$ cat config.mk
export PLATFORM = sky130hd
export DESIGN_NAME = alu_pipe_nbit
export DESIGN_NICKNAME = d
export VERILOG_FILES = /design/src/rtl/alu_pipe_nbit.sv
export SDC_FILE = /design/constraint.sdc
export NUM_CORES = 1
export LEC_CHECK = 0
export BUFFER_PORTS_ARGS = -buffer_cell sky130_fd_sc_hd__clkbuf_2
export CAP_MARGIN = 20
export CORE_MARGIN = 2
export CORE_UTILIZATION = 59
export CTS_CLUSTER_SIZE = 14
export DETAILED_ROUTE_END_ITERATION = 16
export GPL_TIMING_DRIVEN = 1
export PLACE_DENSITY = 0.79
export SETUP_SLACK_MARGIN = 0.5
export SLEW_MARGIN = 30
export SYNTH_ARGS = -nofsm -noshare
export SYNTH_HDL_FRONTEND = slang
export SYNTH_SLANG_ARGS = --single-unit
$ cat constraint.sdc
create_clock -name clk -period 3.95 [get_ports clk]
set_clock_uncertainty 0.05 [all_clocks]
set_input_delay 0.395 -clock clk [delete_from_list [all_inputs] [get_ports clk]]
set_output_delay 0.395 -clock clk [all_outputs]
set_load 0.005 [all_outputs]
$ cat src/rtl/alu_pipe_nbit.sv
// alu_pipe_nbit: 2-stage valid/ready pipelined ALU (8 ops + flags); define ALU_PIPE_SAT_EN for saturating signed ADD/SUB
module alu_pipe_nbit #(
    parameter int WIDTH = 8,
    parameter int SHW   = 3
) (
    input  logic             clk,
    input  logic             rst,
    input  logic             in_valid,
    output logic             in_ready,
    input  logic [WIDTH-1:0] a,
    input  logic [WIDTH-1:0] b,
    input  logic [2:0]       op,
    output logic             out_valid,
    input  logic             out_ready,
    output logic [WIDTH-1:0] result,
    output logic             carry,
    output logic             zero,
    output logic             neg,
    output logic             ovf
);
    logic             s1_valid_q, s2_valid_q;
    logic [WIDTH-1:0] a_q, b_q, res_q;
    logic [2:0]       op_q;
    logic             carry_q, zero_q, neg_q, ovf_q;
    logic             adv1, adv2, sub, aovf, carry_d, ovf_d;
    logic [WIDTH-1:0] bb, arith, res_d;
    logic [WIDTH:0]   sum, shl, shr;
    assign adv2     = !s2_valid_q | out_ready;
    assign adv1     = !s1_valid_q | adv2;
    assign in_ready = adv1;
    assign sub  = op_q == 3'd1;
    assign bb   = sub ? ~b_q : b_q;
    assign sum  = {1'b0, a_q} + {1'b0, bb} + {{WIDTH{1'b0}}, sub};
    assign aovf = (a_q[WIDTH-1] == bb[WIDTH-1]) & (sum[WIDTH-1] != a_q[WIDTH-1]);
    assign shl  = {1'b0, a_q} << b_q[SHW-1:0];
    assign shr  = {a_q, 1'b0} >> b_q[SHW-1:0];
`ifdef ALU_PIPE_SAT_EN
    assign arith = aovf ? {a_q[WIDTH-1], {(WIDTH-1){!a_q[WIDTH-1]}}} : sum[WIDTH-1:0];
`else
    assign arith = sum[WIDTH-1:0];
`endif
    always_comb begin
        res_d   = '0;
        carry_d = 1'b0;
        ovf_d   = 1'b0;
        case (op_q)
            3'd0, 3'd1: begin
                res_d   = arith;
                carry_d = sum[WIDTH];
                ovf_d   = aovf;
            end
            3'd2: res_d = a_q & b_q;
            3'd3: res_d = a_q | b_q;
            3'd4: res_d = a_q ^ b_q;
            3'd5: begin
                res_d   = shl[WIDTH-1:0];
                carry_d = shl[WIDTH];
            end
            3'd6: begin
                res_d   = shr[WIDTH:1];
                carry_d = shr[0];
            end
            default: res_d = {{(WIDTH-1){1'b0}}, $signed(a_q) < $signed(b_q)};
        endcase
    end
    always_ff @(posedge clk) begin
        if (rst) begin
            s1_valid_q <= 1'b0;
            s2_valid_q <= 1'b0;
            a_q        <= '0;
            b_q        <= '0;
            op_q       <= '0;
            res_q      <= '0;
            carry_q    <= 1'b0;
            zero_q     <= 1'b0;
            neg_q      <= 1'b0;
            ovf_q      <= 1'b0;
        end else begin
            if (adv1) begin
                s1_valid_q <= in_valid;
                if (in_valid) begin
                    a_q  <= a;
                    b_q  <= b;
                    op_q <= op;
                end
            end
            if (adv2) begin
                s2_valid_q <= s1_valid_q;
                if (s1_valid_q) begin
                    res_q   <= res_d;
                    carry_q <= carry_d;
                    zero_q  <= res_d == '0;
                    neg_q   <= res_d[WIDTH-1];
                    ovf_q   <= ovf_d;
                end
            end
        end
    end
    assign out_valid = s2_valid_q;
    assign result    = res_q;
    assign carry     = carry_q;
    assign zero      = zero_q;
    assign neg       = neg_q;
    assign ovf       = ovf_q;
endmodule

# Word-level counts from Yosys, hierarchy flattened
# Index checks and enable logic that the tools add are counted.
[word_totals] memories=0 latch_bits=0 ff_bits=33 word_cells=41 mem_bits_rw=0 out_inout_bits=14 input_bits=23 rom_bits=0
[op_classes] order_cmp=1 mux=4 reduce_logical=7 n_mul=0 addsub=2 shift=2 n_eq_ne=8 div=0 bitwise=7
[ops] operator="$pmux 8 s6" n=1
[ops] operator="$add 8x8->9" n=1
[ops] operator="$add 9x1->9" n=1
[ops] operator="$eq 3x3->1 const B" n=3
[ops] operator="$shl 8x3->9" n=1
[ops] operator="$shr 9x3->9" n=1
[ops] operator="$and 8x8->8" n=1
[ops] operator="$logic_not 8->1" n=1
[ops] operator="$lt 8x8->1" n=1
[ops] operator="$mux 8" n=1
[ops] operator="$not 8->8" n=1
[ops] operator="$or 8x8->8" n=1
[ops] operator="$xor 8x8->8" n=1
[ops] operator="$eq 3x2->1 const B" n=2
[ops] operator="$reduce_and 2->1" n=2
[ops] operator="$eq 3x1->1 const B" n=1
[ops] operator="$logic_not 3->1" n=1
[ops] operator="$pmux 1 s3" n=1
[ops] operator="$logic_not 1->1" n=2
[ops] operator="$or 1x1->1" n=2
[ops] operator="$reduce_or 2->1" n=1
[ops] operator="$and 1x1->1" n=1
[ops] operator="$eq 1x1->1" n=1
[ops] operator="$mux 1" n=1
[ops] operator="$ne 1x1->1" n=1

# Depth between registers and ports, before layout
[logic_depth] ltp_word=7 depth_mapped=12 depth_no_buf=10

# Least setup slack after synthesis
# OpenSTA, ideal clock, no wires.
[synth_path] path_kind="reg2reg" from="reg b_q[1]" to="reg zero_q (netlist: zero)" arrival_ns=2.735 stages_incl_launch_ff=13 path_buffers=3 path_slack_ns=1.081 synth_period_minus_slack_ns=2.869 path_cell_list="dfxtp_1 buf_2 buf_2 buf_1 xnor2_1 fa_1 nand3_1 nand2_1 xor2_1 a221oi_1 and4b_1 nand4_1 o31ai_2"
[synth_via] elab_chain_cells=6 word_cells_on_any_way=12 cone_classes="add/sub (2); order compare (1); shift (2); mux (2); bitwise (4); reduce/logical (1)"
[synth_rtl] item="start: declaration" line_no="22" source="logic [WIDTH-1:0] a_q, b_q, res_q;"
[synth_rtl] item="start signal: assignment" line_no="71" source="b_q <= '0;"
[synth_rtl] item="start signal: assignment" line_no="83" source="b_q <= b;"
[synth_rtl] item="$not 8->8" line_no="32" source="assign bb = sub ? ~b_q : b_q;"
[synth_rtl] item="$mux 8" line_no="32"
[synth_rtl] item="$add 8x8->9" line_no="33" source="assign sum = {1'b0, a_q} + {1'b0, bb} + {{WIDTH{1'b0}}, sub};"
[synth_rtl] item="$add 9x1->9" line_no="33"
[synth_rtl] item="$pmux 8 s6 *" line_no="46" source="case (op_q)"
[synth_rtl] item="$logic_not 8->1 *" line_no="92" source="zero_q <= res_d == '0;"
[synth_rtl] item="end signal: assignment" line_no="75" source="zero_q <= 1'b0;"
[synth_rtl] item="end signal: assignment" line_no="92"
[synth_rtl] item="end: declaration" line_no="24" source="logic carry_q, zero_q, neg_q, ovf_q;"
# Mark *: on every way between the ends. The rest lies on a longest branch, timed or not.
# A chain may end at the register's enable or synchronous reset.

# Final worst setup path
[layout_path] from="reg op_q[1]" to="reg zero_q (netlist: zero)"
[layout_via] elab_chain_cells=6 word_cells_on_any_way=13 cone_classes="add/sub (2); eq/ne (6); mux (2); reduce/logical (3)"
[layout_rtl] item="start: declaration" line_no="23" source="logic [2:0] op_q;"
[layout_rtl] item="start signal: assignment" line_no="84" source="op_q <= op;"
[layout_rtl] item="$eq 3x1->1" line_no="31, 46"
[layout_rtl] item="$mux 8" line_no="32"
[layout_rtl] item="$add 8x8->9" line_no="33"
[layout_rtl] item="$add 9x1->9" line_no="33"
[layout_rtl] item="$pmux 8 s6 *" line_no="46"
[layout_rtl] item="$logic_not 8->1 *" line_no="92"
# Marks and branches as above.

==> flow_summary.yaml <==
run_status:
  status: "complete, no violations"
sta:
  setup_slack_ns: 0.866
  drv_slew: 0
  rsz0062_at_grt: "false"
  fin_crit_sh_pct: 78.1
  hold_viol: 0
  tightest_slew_ns: 0.800
  max_freq_mhz: 324
  finalSetupTns_ns: 0
  slew_headroom_pct: 46.5
  min_period_ns: 3.08
  whs_ns: 0.266
  setup_viol: 0
setup_path:
  startpoint_type: "register"
  path_max_fanout: 9
  required_ns: 4.11
  cp.arrival_ns: 3.24
  r2r_setup_slack_ns: 0.87
  crit_type: "reg -> reg"
  end_kind: "register"
cells_and_area:
  fillerInstances: 413
  final_common_cell: "nand2_1"
  instances_no_fill: 463
  mostFrequentLayoutCells: "nand2_1, a21oi_1, clkbuf_2, nor2_1"
  fin_nets: 464
  postLayoutCoreUtil_pct: 67.4
  drive_gt1_share_pct: 15.2
  area_growth_pct: 10.3
  insertedDiodeCount: 0
floorplanning:
  die-height_um: 73.7
  num_rows: 25
  start_util_pct: 61.1
  io_pins: 37
  die_area_um2: 5430
  die_w_um: 73.7
  core_area_um2: 4690
synth:
  avgSynthCellArea_um2: 7.51
  ys_ff_latch: 32
  synth.distinct_cells: 53
  ys.flop_type: "dfxtp_1"
  yosys_warnings: 0
  netlist_area_um2: 2870
  synth-edff-count: 0
  syn_nets: 438
  syn-instance-count: 382
  synthArstFlopShare_pct: 0
  seq_area_frac_synth_pct: 22.3
pwr:
  seq_power_share_pct: 38.7
  p_sw_uw: 318
  power.density_nw_per_um2: 303
  swShare_pct: 33.1
  p_int_uw: 643
  pwr-share-comb_pct: 28.0
  ir_drop_v: 0.000224
  p_leak_nw: 1.33
  power_frac_clock_pct: 33.2
routing:
  drtAntennaViolNets: 0
  routed_via_density: 6.18
  drc: 0
  drt_iter0_markers: 294
  drtPass1Iterations: 4
  wire_per_inst_um: 16.9
  vias: 2861
  routed_wl_um: 7830
clock_tree:
  hold_buffers: 0
  post-cts-setup-buffers: 0
  cts-resized-gates: 0
  clkTransAtPathRegs_ns: 0.08
  cts_buffers: 5
  tritoncts: "done"
  worstSkewPairLatency_ns: 0.29
  cts-root-buf: "clkbuf_8"
  clockBufferDepth: 2
  clock_sinks: 32
  htreeDepth: 2
hold_path:
  worstHoldPathType: "in -> reg"
place:
  place_hpwl_um: 5790
  preCtsSetupSlack_ns: 0.912
  io_buffers: 36
  place_inst: 455
  gp_congestion: 0.940
global_route:
  grt_max_degree: 34
  antenna_found_initial: 0
  overflow: 0
  grt_pass1_vias: 2625
  grt_pass1_wl_um: 12600
  track_usage_pct: 30.3
run:
  cap_violations: 0
==> Yosys cell counts (2+ instances only) <==
cell / count / area share (%)
buf_2: 5 / 0.87
a211oi_1: 16 / 4.2
inv_1: 21 / 2.7
nand4_1: 3 / 0.65
nand2b_1: 5 / 1.1
a2111oi_0: 2 / 0.61
nor3_1: 9 / 1.6
a221oi_1: 3 / 0.92
ha_1: 32 / 14
nand3_1: 6 / 1.0
dfxtp_1: 32 / 22
o22ai_1: 3 / 0.65
and2_1: 2 / 0.44
a311oi_1: 2 / 0.61
nor2_1: 34 / 4.5
a21oi_1: 37 / 6.5
buf_4: 2 / 0.52
buf_1: 2 / 0.26
mux2i_1: 10 / 3.5
o21a_1: 2 / 0.52
xor2_1: 4 / 1.2
nor2b_1: 4 / 0.87
nand3b_1: 3 / 0.79
and4_1: 2 / 0.61
a31oi_1: 3 / 0.65
clkbuf_1: 14 / 1.8
xnor2_1: 8 / 2.4
a21o_1: 2 / 0.52
o31a_1: 2 / 0.61
or3_1: 4 / 0.87
o31ai_1: 2 / 0.52
nand2_1: 64 / 8.4
nor4b_1: 2 / 0.61
mux2_2: 7 / 2.7
o21ai_0: 15 / 2.6
==> sequential cells by signal, summed over array words and instances, names as in the netlist <==
signal / flops
zero: 1
a_q: 8
b_q: 8
s1_valid_q: 1
op_q: 3
ovf: 1
result: 8
out_valid: 1
carry: 1
==> layout make-up <==
| cell class | instances | area [um2] | area share (%) |
|---|---|---|---|
| flip-flops and latches | 32 | 641 | 20.2 |
| inverters | 21 | 78.8 | 2.49 |
| repair buffers | 43 | 233 | 7.35 |
| clock buffers | 6 | 72.6 | 2.29 |
| multi-input cells | 305 | 2040 | 64.4 |
| clock inverters | 2 | 35.0 | 1.11 |
| well taps | 54 | 67.6 | 2.14 |
==> final timing paths <==
check / from / to / cells after the start
hold / removal: a[4] / a_q[4] / 3
setup reg to reg: op_q[1] / zero / 10
hold reg to reg: b_q[0] / b_q[0] / 2
setup / recovery: op_q[1] / zero / 10
==> metrics by stage <==
step / power, mW / area, um2
after CTS: 0.960 / 3160
after detailed placement: 0.642 / 3060
after floorplan: 0.567 / 2870
after global placement: 0.638 / 3060
after global routing: 1.01 / 3160
final: 0.960 / 3160
==> power by group through the flow <==
stage               sequential (mW)  combinational, mW  clock [mW]
floorplan                     0.367              0.200           0
global placement              0.377              0.261           0
detailed placement            0.378              0.264           0
CTS                           0.371              0.266       0.323
global route                  0.374              0.301       0.335
finish                        0.372              0.269       0.319
==> cells by family after synthesis <==
family,count (synthesis),synth area share [%]
AOI/OAI and AO/OA,99,23.0
buffers and inverters,45,6.63
muxes,18,7.02
DFF,32,22.3
and+or+nand+nor,143,22.7
adders and majority gates,33,14.7
xor gates and xnor gates,12,3.66
==> critical path, stage by stage, from the launching register on <==
cell	delay (ns)
dfxtp_1	0.31
or3b_1	0.61
xnor2_1	0.22
ha_1	0.37
a21oi_1	0.25
nand2_1	0.13
xor2_1	0.15
a221oi_1	0.37
and4b_1	0.25
nand4_1	0.11
o31ai_2	0.18
==> per-layer routing <==
metal / up-vias / wire length [um] / GRT usage [%]
met5: - / 0 / 0
met4: 0 / 190 / 9.90
met3: 18 / 544 / 6.04
met2: 112 / 3630 / 50.4
met1: 1333 / 3460 / 39.2
li1: 1398 / - / -
Power figures use the tool's default switching activity.
